## src/rtl/pipeline_hazard_ctrl_pkg.sv

```systemverilog
// Shared definitions for the pipeline hazard controller: FSM states,
// execute-stage forward-select codes and the drain length.
package pipeline_hazard_ctrl_pkg;

  typedef enum logic [1:0] {
    RUN    = 2'd0,
    DRAIN  = 2'd1,
    HALTED = 2'd2
  } state_t;

  // Operand-mux select codes, also decoded by the execute-stage ALU input muxes.
  localparam logic [1:0] FWD_RF  = 2'b00;
  localparam logic [1:0] FWD_WB  = 2'b01;
  localparam logic [1:0] FWD_MEM = 2'b10;

  localparam int unsigned DRAIN_CYCLES = 3;
  localparam logic [1:0]  DRAIN_LOAD   = 2'(DRAIN_CYCLES);

  // The younger producer (memory stage) wins over write-back; x0 never forwards.
  function automatic logic [1:0] fwd_sel(
    input logic [4:0] rs,
    input logic [4:0] rd_m,
    input logic       wr_m,
    input logic [4:0] rd_w,
    input logic       wr_w
  );
    if (wr_m && (rd_m != 5'd0) && (rd_m == rs)) return FWD_MEM;
    if (wr_w && (rd_w != 5'd0) && (rd_w == rs)) return FWD_WB;
    return FWD_RF;
  endfunction

endpackage

```

## src/rtl/pipeline_hazard_ctrl_forwarding_unit.sv

```systemverilog
// Execute-stage operand forwarding selects, purely combinational from the
// E/M/W register fields.
module forwarding_unit
  import pipeline_hazard_ctrl_pkg::*;
(
  input  logic [4:0] Rs1_E,
  input  logic [4:0] Rs2_E,
  input  logic [4:0] RD_M,
  input  logic [4:0] RD_W,
  input  logic       RegWriteM,
  input  logic       RegWriteW,
  output logic [1:0] ForwardA_E,
  output logic [1:0] ForwardB_E
);

  assign ForwardA_E = fwd_sel(Rs1_E, RD_M, RegWriteM, RD_W, RegWriteW);
  assign ForwardB_E = fwd_sel(Rs2_E, RD_M, RegWriteM, RD_W, RegWriteW);

endmodule

```

## src/rtl/pipeline_hazard_ctrl.sv

```systemverilog
// Hazard/sequencing controller for the 5-stage pipeline: forwarding, load-use
// stalls, branch flushes, a halt/drain FSM and saturating event counters.
module pipeline_hazard_ctrl
  import pipeline_hazard_ctrl_pkg::*;
#(
  parameter int CNT_W = 32
) (
  input  logic             clk,
  input  logic             rst,
  input  logic [4:0]       Rs1_D,
  input  logic [4:0]       Rs2_D,
  input  logic [4:0]       Rs1_E,
  input  logic [4:0]       Rs2_E,
  input  logic [4:0]       RD_E,
  input  logic [4:0]       RD_M,
  input  logic [4:0]       RD_W,
  input  logic             ResultSrcE,
  input  logic             RegWriteM,
  input  logic             RegWriteW,
  input  logic             PCSrcE,
  input  logic             halt_req,
  input  logic             cnt_clr,
  output logic [1:0]       ForwardA_E,
  output logic [1:0]       ForwardB_E,
  output logic             StallF,
  output logic             StallD,
  output logic             FlushD,
  output logic             FlushE,
  output logic             halt_ack,
  output logic [CNT_W-1:0] stall_cnt,
  output logic [CNT_W-1:0] flush_cnt
);

  localparam logic [CNT_W-1:0] CNT_ONE = CNT_W'(1);

  state_t     state, next_state;
  logic [1:0] drain_cnt, drain_cnt_nxt;
  logic       lw_stall;

  forwarding_unit u_fwd (
    .Rs1_E      (Rs1_E),
    .Rs2_E      (Rs2_E),
    .RD_M       (RD_M),
    .RD_W       (RD_W),
    .RegWriteM  (RegWriteM),
    .RegWriteW  (RegWriteW),
    .ForwardA_E (ForwardA_E),
    .ForwardB_E (ForwardB_E)
  );

  assign lw_stall = ResultSrcE && (RD_E != 5'd0) && ((RD_E == Rs1_D) || (RD_E == Rs2_D));

  // NOTE: every signal written here gets a default first so no path leaves it
  // unassigned; otherwise synthesis infers a latch to hold the old value.
  always_comb begin
    next_state    = state;
    drain_cnt_nxt = drain_cnt;
    StallF        = 1'b0;
    StallD        = 1'b0;
    FlushD        = 1'b0;
    FlushE        = 1'b0;
    unique case (state)
      RUN: begin
        // A taken branch makes the decode instruction wrong-path, so it beats load-use.
        StallF = lw_stall && !PCSrcE;
        StallD = lw_stall && !PCSrcE;
        FlushD = PCSrcE;
        FlushE = lw_stall || PCSrcE;
        if (halt_req && !PCSrcE && !lw_stall) begin
          next_state    = DRAIN;
          drain_cnt_nxt = DRAIN_LOAD;
        end
      end
      DRAIN: begin
        // A late branch still redirects the PC and kills the held decode slot.
        StallF        = !PCSrcE;
        StallD        = !PCSrcE;
        FlushD        = PCSrcE;
        FlushE        = 1'b1;
        drain_cnt_nxt = drain_cnt - 2'd1;
        if (drain_cnt == 2'd1) next_state = HALTED;
      end
      HALTED: begin
        StallF = 1'b1;
        StallD = 1'b1;
        FlushE = 1'b1;
        if (!halt_req) next_state = RUN;
      end
      default: next_state = RUN;
    endcase
  end

  // NOTE: sequential state uses non-blocking assignments so every register
  // samples pre-edge values, independent of statement order.
  always_ff @(posedge clk or negedge rst) begin
    if (!rst) begin
      state     <= RUN;
      drain_cnt <= 2'd0;
      halt_ack  <= 1'b0;
    end else begin
      state     <= next_state;
      drain_cnt <= drain_cnt_nxt;
      halt_ack  <= (next_state == HALTED);
    end
  end

  always_ff @(posedge clk or negedge rst) begin
    if (!rst) begin
      stall_cnt <= '0;
      flush_cnt <= '0;
    end else if (cnt_clr) begin
      stall_cnt <= '0;
      flush_cnt <= '0;
    end else begin
      if (StallD && (stall_cnt != '1)) stall_cnt <= stall_cnt + CNT_ONE;
      if (PCSrcE && (flush_cnt != '1)) flush_cnt <= flush_cnt + CNT_ONE;
    end
  end

endmodule
```

## config.mk

```make
export PLATFORM = sky130hd
export DESIGN_NAME = pipeline_hazard_ctrl
export DESIGN_NICKNAME = d
export VERILOG_FILES = /design/src/rtl/pipeline_hazard_ctrl_pkg.sv /design/src/rtl/pipeline_hazard_ctrl_forwarding_unit.sv /design/src/rtl/pipeline_hazard_ctrl.sv
export SDC_FILE = /design/constraint.sdc
export NUM_CORES = 1
export LEC_CHECK = 0
export ABC_AREA = 0
export CAP_MARGIN = 5
export CORE_MARGIN = 2
export CORE_UTILIZATION = 49
export DETAILED_ROUTE_END_ITERATION = 12
export GPL_TIMING_DRIVEN = 0
export PLACE_DENSITY = 0.81
export SLEW_MARGIN = 30
export SYNTH_ARGS = -nofsm -noshare
export SYNTH_HDL_FRONTEND = slang
export SYNTH_HIERARCHICAL = 1
export SYNTH_SLANG_ARGS = --single-unit
```

## constraint.sdc

```tcl
create_clock -name clk -period 3.4 [get_ports clk]
set_clock_uncertainty 0.1 [all_clocks]
set_input_delay 1.02 -clock clk [delete_from_list [all_inputs] [get_ports clk]]
set_output_delay 1.02 -clock clk [all_outputs]
set_load 0.05 [all_outputs]
```

# --- Yosys cells after proc, flatten, opt, wreduce, memory -nomap -nowiden ---
# Index checks and enable logic that the tools add are counted.
totals:
  elab_cells: 75
  inputBits: 43
  ff_bits: 69
op_classes:
  n_reduce_logical: 27
  eq_ne: 13
  add_sub_neg: 3
  muxes: 27
op_table:
  columns: ["operator", "count"]
  rows:
  - ["$mux 32", 4]
  - ["$add 32x1->32 const B", 2]
  - ["$ne 32x32->1 const B", 2]
  - ["$eq 5x5->1", 6]
  - ["$mux 2", 12]
  - ["$reduce_bool 5->1", 3]
  - ["$logic_and 1x1->1", 13]
  - ["$mux 1", 7]
  - ["$pmux 2 s3", 1]
  - ["$reduce_bool 2->1", 3]
  - ["$eq 2x1->1 const B", 2]
  - ["$eq 2x2->1 const B", 2]
  - ["$pmux 2 s2", 1]
  - ["$reduce_or 2->1", 2]
  - ["$pmux 1 s3", 1]
  - ["$logic_not 1->1", 2]
  - ["$logic_not 2->1", 1]
  - ["$logic_or 1x1->1", 2]
  - ["$ne 2x2->1 const B", 1]
  - ["$pmux 1 s2", 1]
  - ["$reduce_and 2->1", 1]
  - ["$sub 2x1->2 const B", 1]

# --- Depth between registers and ports, before layout ---
depth:
  ltp_word: 8
  depth_mapped: 10

# --- Cells and area by module ---
# The synthesis kept the hierarchy.
by_module_without_submodules:
  columns: ["mod", "area_each_um2", "cells_per_inst", "seq_area_each_um2", "n_inst"]
  rows:
  - ["pipeline_hazard_ctrl", 4022.6, 443, 1726.7, 1]
  - ["forwarding_unit", 270.3, 34, 0.0, 1]

# --- Worst setup path before layout ---
# No wires, ideal clock.
synth_path:
  kind: "input to output"
  start: "input port RD_M[4]"
  end: "output port ForwardB_E[0]"
  t_required_ns: 2.280
  path_slack_ns: -1.058
  arrival_time_ns: 3.338
  cell_stages: 4
  path_cell_list: "or4_1 > o21ai_2 > nor4_1 > nor4_2"
synth_between:
  elab_chain_len: 5
  elab_cells_between_ends: 6
synth_rtl:
  columns: ["item", "line_no", "source"]
  rows:
  - ["from (decl)", "pipeline_hazard_ctrl.sv:15", "input logic [4:0] RD_M,"]
  - ["$reduce_bool 5->1", "pipeline_hazard_ctrl_pkg.sv:27", "if (wr_m && (rd_m != 5'd0) && (rd_m == rs)) return FWD_MEM;"]
  - ["$logic_and 1x1->1", "pipeline_hazard_ctrl_pkg.sv:27", null]
  - ["$logic_and 1x1->1 *", "pipeline_hazard_ctrl_pkg.sv:27", null]
  - ["$mux 1 *", "pipeline_hazard_ctrl_pkg.sv:27", null]
  - ["$mux 2 *", "pipeline_hazard_ctrl_pkg.sv:28", "if (wr_w && (rd_w != 5'd0) && (rd_w == rs)) return FWD_WB;"]
  - ["to (decl)", "pipeline_hazard_ctrl.sv:24", "output logic [1:0] ForwardB_E,"]
# Mark *: on every way between the ends. The rest lies on a longest branch, timed or not.

# --- Worst setup path after layout ---
layout_path:
  start: "input port RD_E[4]"
  end: "output port FlushE"
layout_between:
  elab_chain_len: 5
  elab_cells_between_ends: 8
layout_rtl:
  columns: ["item", "line_no", "source"]
  rows:
  - ["from (decl)", "pipeline_hazard_ctrl.sv:14", "input logic [4:0] RD_E,"]
  - ["$eq 5x5->1 or $reduce_bool 5->1 (tied branches)", "pipeline_hazard_ctrl.sv:51", "assign lw_stall = ResultSrcE && (RD_E != 5'd0) && ((RD_E == Rs1_D) || (RD_E == Rs2_D));"]
  - ["$logic_or 1x1->1 or $logic_and 1x1->1 (tied branches)", "pipeline_hazard_ctrl.sv:51", null]
  - ["$logic_and 1x1->1 *", "pipeline_hazard_ctrl.sv:51", null]
  - ["$logic_or 1x1->1 *", "pipeline_hazard_ctrl.sv:68", "FlushE = lw_stall || PCSrcE;"]
  - ["$pmux 1 s2 *", "pipeline_hazard_ctrl.sv:62", "unique case (state)"]
  - ["to (decl)", "pipeline_hazard_ctrl.sv:28", "output logic FlushE,"]
# Marks and branches as above.

==> results.md <==
Status:
- The flow ran to the end, but the final reports show violations.
- The final reports fail on setup timing.

Clocking:
- The clock drives 69 sinks.
- The buffer levels on the longest clock path is 2.
- The worst-skew pair later-pin latency is 0.34 ns.
- TritonCTS built the clock tree.
- The root buffer selected by CTS is sky130_fd_sc_hd__clkbuf_8.
- The clock transition time at the flip-flop clock pins of the worst setup and hold paths is 0.07 ns.
- The number of levels in the clock H-tree is 3.
- The total CTS buffers is 9.

Worst setup path:
- In this run the worst setup path begins at RD_E[4].
- The required time at the worst-slack endpoint is 2.28 ns.
- The startpoint type of the worst setup path is a primary input.
- The path type of the worst setup path is primary input to output port.
- Among all stages on the critical path, the largest delay is contributed by sky130_fd_sc_hd__o22a_1.
- The signal arrival time at the worst endpoint is 2.35 ns.
- Along the worst path, the maximum fanout reaches 3.
- The number of buffers and inverters on the critical path is 3.
- Among cell families on the critical path, the largest total delay comes from compound AO/OA/AOI/OAI gates.
- The critical path goes through buf_8 > buf_4 > xnor2_1 > nand3_2 > o22a_1 > o21ai_1 > a21oi_1 > nor2_2 > buf_6.
- The element type at the critical path end is an output port.
- The largest single stage delay on the critical path is 0.25 ns.
- The startpoint identified for the worst register-to-register timing path is stall_cnt[0]$_DFFE_PN0P_.

Placement:
- After detailed placement, the total cell area comes to 5660 um2.
- In this run, placement finished with an instance count of 700.
- The HPWL after detailed placement is 8.75 mm.
- Port buffering added 114 buffers.
- At the end of routability-driven placement, the weighted congestion stood at 0.875.

Final layout:
- The share of cells above drive strength 1 is 13.7%.
- The filler-free cell count of the finished design is 720.
- The count of nets after finishing is 658.
- The area occupied by multi-input gates is 2620 um2.
- After filler insertion, the fill cell instance count of the layout stands at 705.
- The finished layout cell area is 5970 um2.
- The register cell area after layout is 1730 um2.
- Compared with the post-synthesis result, the final layout area differs by 39.0%.
- The number of antenna diodes in the final layout is 0.

Logic synthesis:
- The largest family of logic cells by synthesized area is simple AND/OR/NAND/NOR gates.
- The synthesized netlist net count is 527.
- The post-synthesis average cell area is 9.00 um2.
- The number of flops mapped to enable cells by yosys is 0.
- The share of synthesized cell area in full adder, half adder and majority cells is 2.04%.
- Summing the areas of all compound-gate instances in the mapped netlist gives 10.4% of the synthesized area.
- The dominant synthesized flop cell is sky130_fd_sc_hd__dfrtp_1.
- The number of distinct library cell variants in the gate-level netlist after synthesis is 55.
- For this run, asynchronously set or reset flops after synthesis account for 100%.
- The xor-xnor portion of the synthesized cell area is 12.9%.
- The multiplexer fraction of the synthesized cell area is 2.13%.
- The count of state elements after synthesis is 69.
- After Yosys synthesis, and, or, nand and nor cells account for 29.6% of the synthesized area.
- The synthesized netlist occupies a cell area of 4290 um2.
- The sequential element share of the synthesized area is 40.2%.
- The count of synthesis-stage warnings from yosys is 6.
- Ranked by total cell area, the synthesized netlist is headed by sky130_fd_sc_hd__dfrtp_1 40%, sky130_fd_sc_hd__xnor2_1 8.2%, sky130_fd_sc_hd__nor2_1 5.3%, sky130_fd_sc_hd__xor2_1 4.7%, sky130_fd_sc_hd__nand4_1 3.8%.
- The synthesized design spends more area on one cell type than any other, namely sky130_fd_sc_hd__dfrtp_1.
- After technology mapping, the gate count stands at 477.
- The share of synthesized area in the top cell type comes to 40.2%.

STA:
- The worst setup margin is -0.0696 ns.
- The clock period minus worst slack is 3.47 ns.
- For the pin with the worst max-slew slack, the measured transition is 0.819 ns.
- Setup repair after global routing could not meet its margin everywhere.
- The max-slew violation count is 0.
- Based on the critical path, the design can be clocked at up to 288 MHz.
- The number of failing hold endpoints at the final stage is 0.
- On the final layout, the worst hold slack is 0.409 ns.
- The period utilization is 102%.
- The final-report setup violation count is 4.
- In this run the tightest slew margin relative to its limit is 44.9%.

Detailed routing:
- For this block, the via count after detailed routing is 4,197.
- The post-detailed-route DRC marker count is 0.
- The wire length per cell is 16.7 um.
- For this run, the detailed router's first-pass iteration total came to 4.
- In the routed layout, each cell is associated on average with a via count of 5.83.
- The total wirelength of the detailed-routed design is 12.0 mm.
- The first routing iteration left 250 violations.
- The number of routed nets with antenna violations is 0.

Global route:
- Global routing used 32.5% of the available met1 tracks.
- Global routing used 25.3% of the available tracks across all layers.
- The total overflow reported by the global router is 0.
- Global routing consumed, on the met3 layer, 5.25% of the routing resources.
- The first global-routing pass estimated 19.9 mm of wire.
- For this run, global-route usage on met2 was measured as 43.3%.
- The layer flagged by global routing as most heavily used is met2.
- The via count of the first global-routing pass is 4,135.
- Entering global routing, the biggest net connects 48 pins.
- The number of antenna violations at the first check in global routing is 0.

Floorplan:
- The floorplan step defined a die boundary enclosing 9530 um2.
- For this design the top-level I/O count stands at 116.
- The die outline height is 97.6 um.
- The floorplan has 34 rows.
- The core region is 8590 um2.
- Once the floorplan was initialized, standard cells occupied 50.0% of the core.
- The die width is 97.6 um.

Min path:
- The type of the worst min-delay path is flip-flop to flip-flop.
- The beginning of the worst hold path is drain_cnt[1]$_DFFE_PN0P_.

Power:
- In this run the power density over the cells is 388 nW/um2.
- The peak ir drop on the vdd network is 0.000229 V.
- Summed over all cells, the static leakage comes to 2.33 nW.

Flow run:
- The number of max-cap violations is 0.
==> layout make-up <==
type | count | area share [%]
inverters | 12 | 0.755
plain buffers | 16 | 1.30
multi-input cells | 380 | 44.0
flip-flops and latches | 69 | 28.9
well taps | 108 | 2.27
clock buffers | 11 | 2.37
repair buffers | 120 | 20.0
clock inverters | 4 | 0.419
==> through the flow <==
stage / utilization, % / power (mW) / setup slack [ns] / setup TNS [ns]
6_report: 69.4 / 2.31 / -0.0696 / -0.169
5_1_grt: 69.4 / 2.43 / -0.142 / -0.436
4_1_cts: 68.7 / 2.31 / -0.0643 / -0.162
3_5_place_dp: 65.9 / 1.67 / -1.21 / -13.33
3_3_place_gp: 65.6 / 1.64 / -1.20 / -89.83
2_1_floorplan: - / 1.40 / -0.243 / -0.487
==> state kept, by name (all words and copies together), names as in the netlist <==
name	count
flush_cnt	32
stall_cnt	32
drain_cnt	2
state	2
halt_ack	1
==> cell families after synthesis <==
| logic type | count (synthesis) |
|---|---|
| AND/OR/NAND/NOR | 234 |
| XOR/XNOR | 63 |
| adder cells (fa/ha/maj) | 7 |
| multiplexers | 8 |
| AO/OA/AOI/OAI | 68 |
| flip-flops | 69 |
| buffers and inverters | 28 |
==> path summary, 6_finish.rpt <==
path	endpoint	slack, ns	cells past startpoint
min reg2reg	drain_cnt[1]$_DFFE_PN0P_	0.41	1
min	drain_cnt[1]$_DFFE_PN0P_	0.41	1
max	FlushE	-0.07	9
min in group asynchronous	stall_cnt[19]$_DFFE_PN0P_	0.48	1
max in group asynchronous	stall_cnt[12]$_DFFE_PN0P_	2.20	2
max reg2reg	stall_cnt[23]$_DFFE_PN0P_	0.61	7
==> timing repair <==
| action | 4_1_cts | 5_1_grt |
|---|---|---|
| setup buffers | 5 | 1 |
| endpoints found under the setup margin | 9 | 7 |
| hold buffers | 0 | 0 |
| pin swaps | 31 | 12 |
| gates resized for setup | 136 | 16 |
==> power by group <==
part	switching [mW]	internal, mW	leakage (nW)
Combinational	0.517	0.325	1.29
Sequential	0.0346	0.854	0.952
Clock	0.305	0.278	0.0812
==> metal layers <==
layer / vias to the layer above / wire length [um] / share of wire, %
li1: 1986 / - / -
met2: 146 / 6100 / 51
met3: 17 / 606 / 5.0
met4: 0 / 148 / 1.2
met5: - / 0 / 0
met1: 2048 / 5150 / 43
==> synth_stat cells, types with 4 or more instances <==
master	n
sky130_fd_sc_hd__a21oi_1	22
sky130_fd_sc_hd__and3_1	10
sky130_fd_sc_hd__and4_1	4
sky130_fd_sc_hd__clkbuf_1	12
sky130_fd_sc_hd__dfrtp_1	69
sky130_fd_sc_hd__ha_1	7
sky130_fd_sc_hd__inv_1	12
sky130_fd_sc_hd__mux2_2	5
sky130_fd_sc_hd__nand2_1	27
sky130_fd_sc_hd__nand3_1	30
sky130_fd_sc_hd__nand4_1	26
sky130_fd_sc_hd__nor2_1	61
sky130_fd_sc_hd__nor2b_1	8
sky130_fd_sc_hd__nor3_1	12
sky130_fd_sc_hd__nor4_1	10
sky130_fd_sc_hd__o21ai_0	16
sky130_fd_sc_hd__o31ai_1	8
sky130_fd_sc_hd__or3_1	15
sky130_fd_sc_hd__or4_1	12
sky130_fd_sc_hd__xnor2_1	40
sky130_fd_sc_hd__xor2_1	23
==> cell usage in the layout (no fill, tap or decap), types with 18 or more instances in the layout <==
cell type / instances
sky130_fd_sc_hd__clkdlybuf4s50_1: 71
sky130_fd_sc_hd__xor2_1: 23
sky130_fd_sc_hd__dlygate4sd2_1: 18
sky130_fd_sc_hd__nand2_1: 27
sky130_fd_sc_hd__nor2_1: 58
sky130_fd_sc_hd__a21oi_1: 22
sky130_fd_sc_hd__dfrtp_1: 69
sky130_fd_sc_hd__nand4_1: 26
sky130_fd_sc_hd__xnor2_1: 34
sky130_fd_sc_hd__nand3_1: 27
Note: power is estimated with default switching activity, not from simulation.
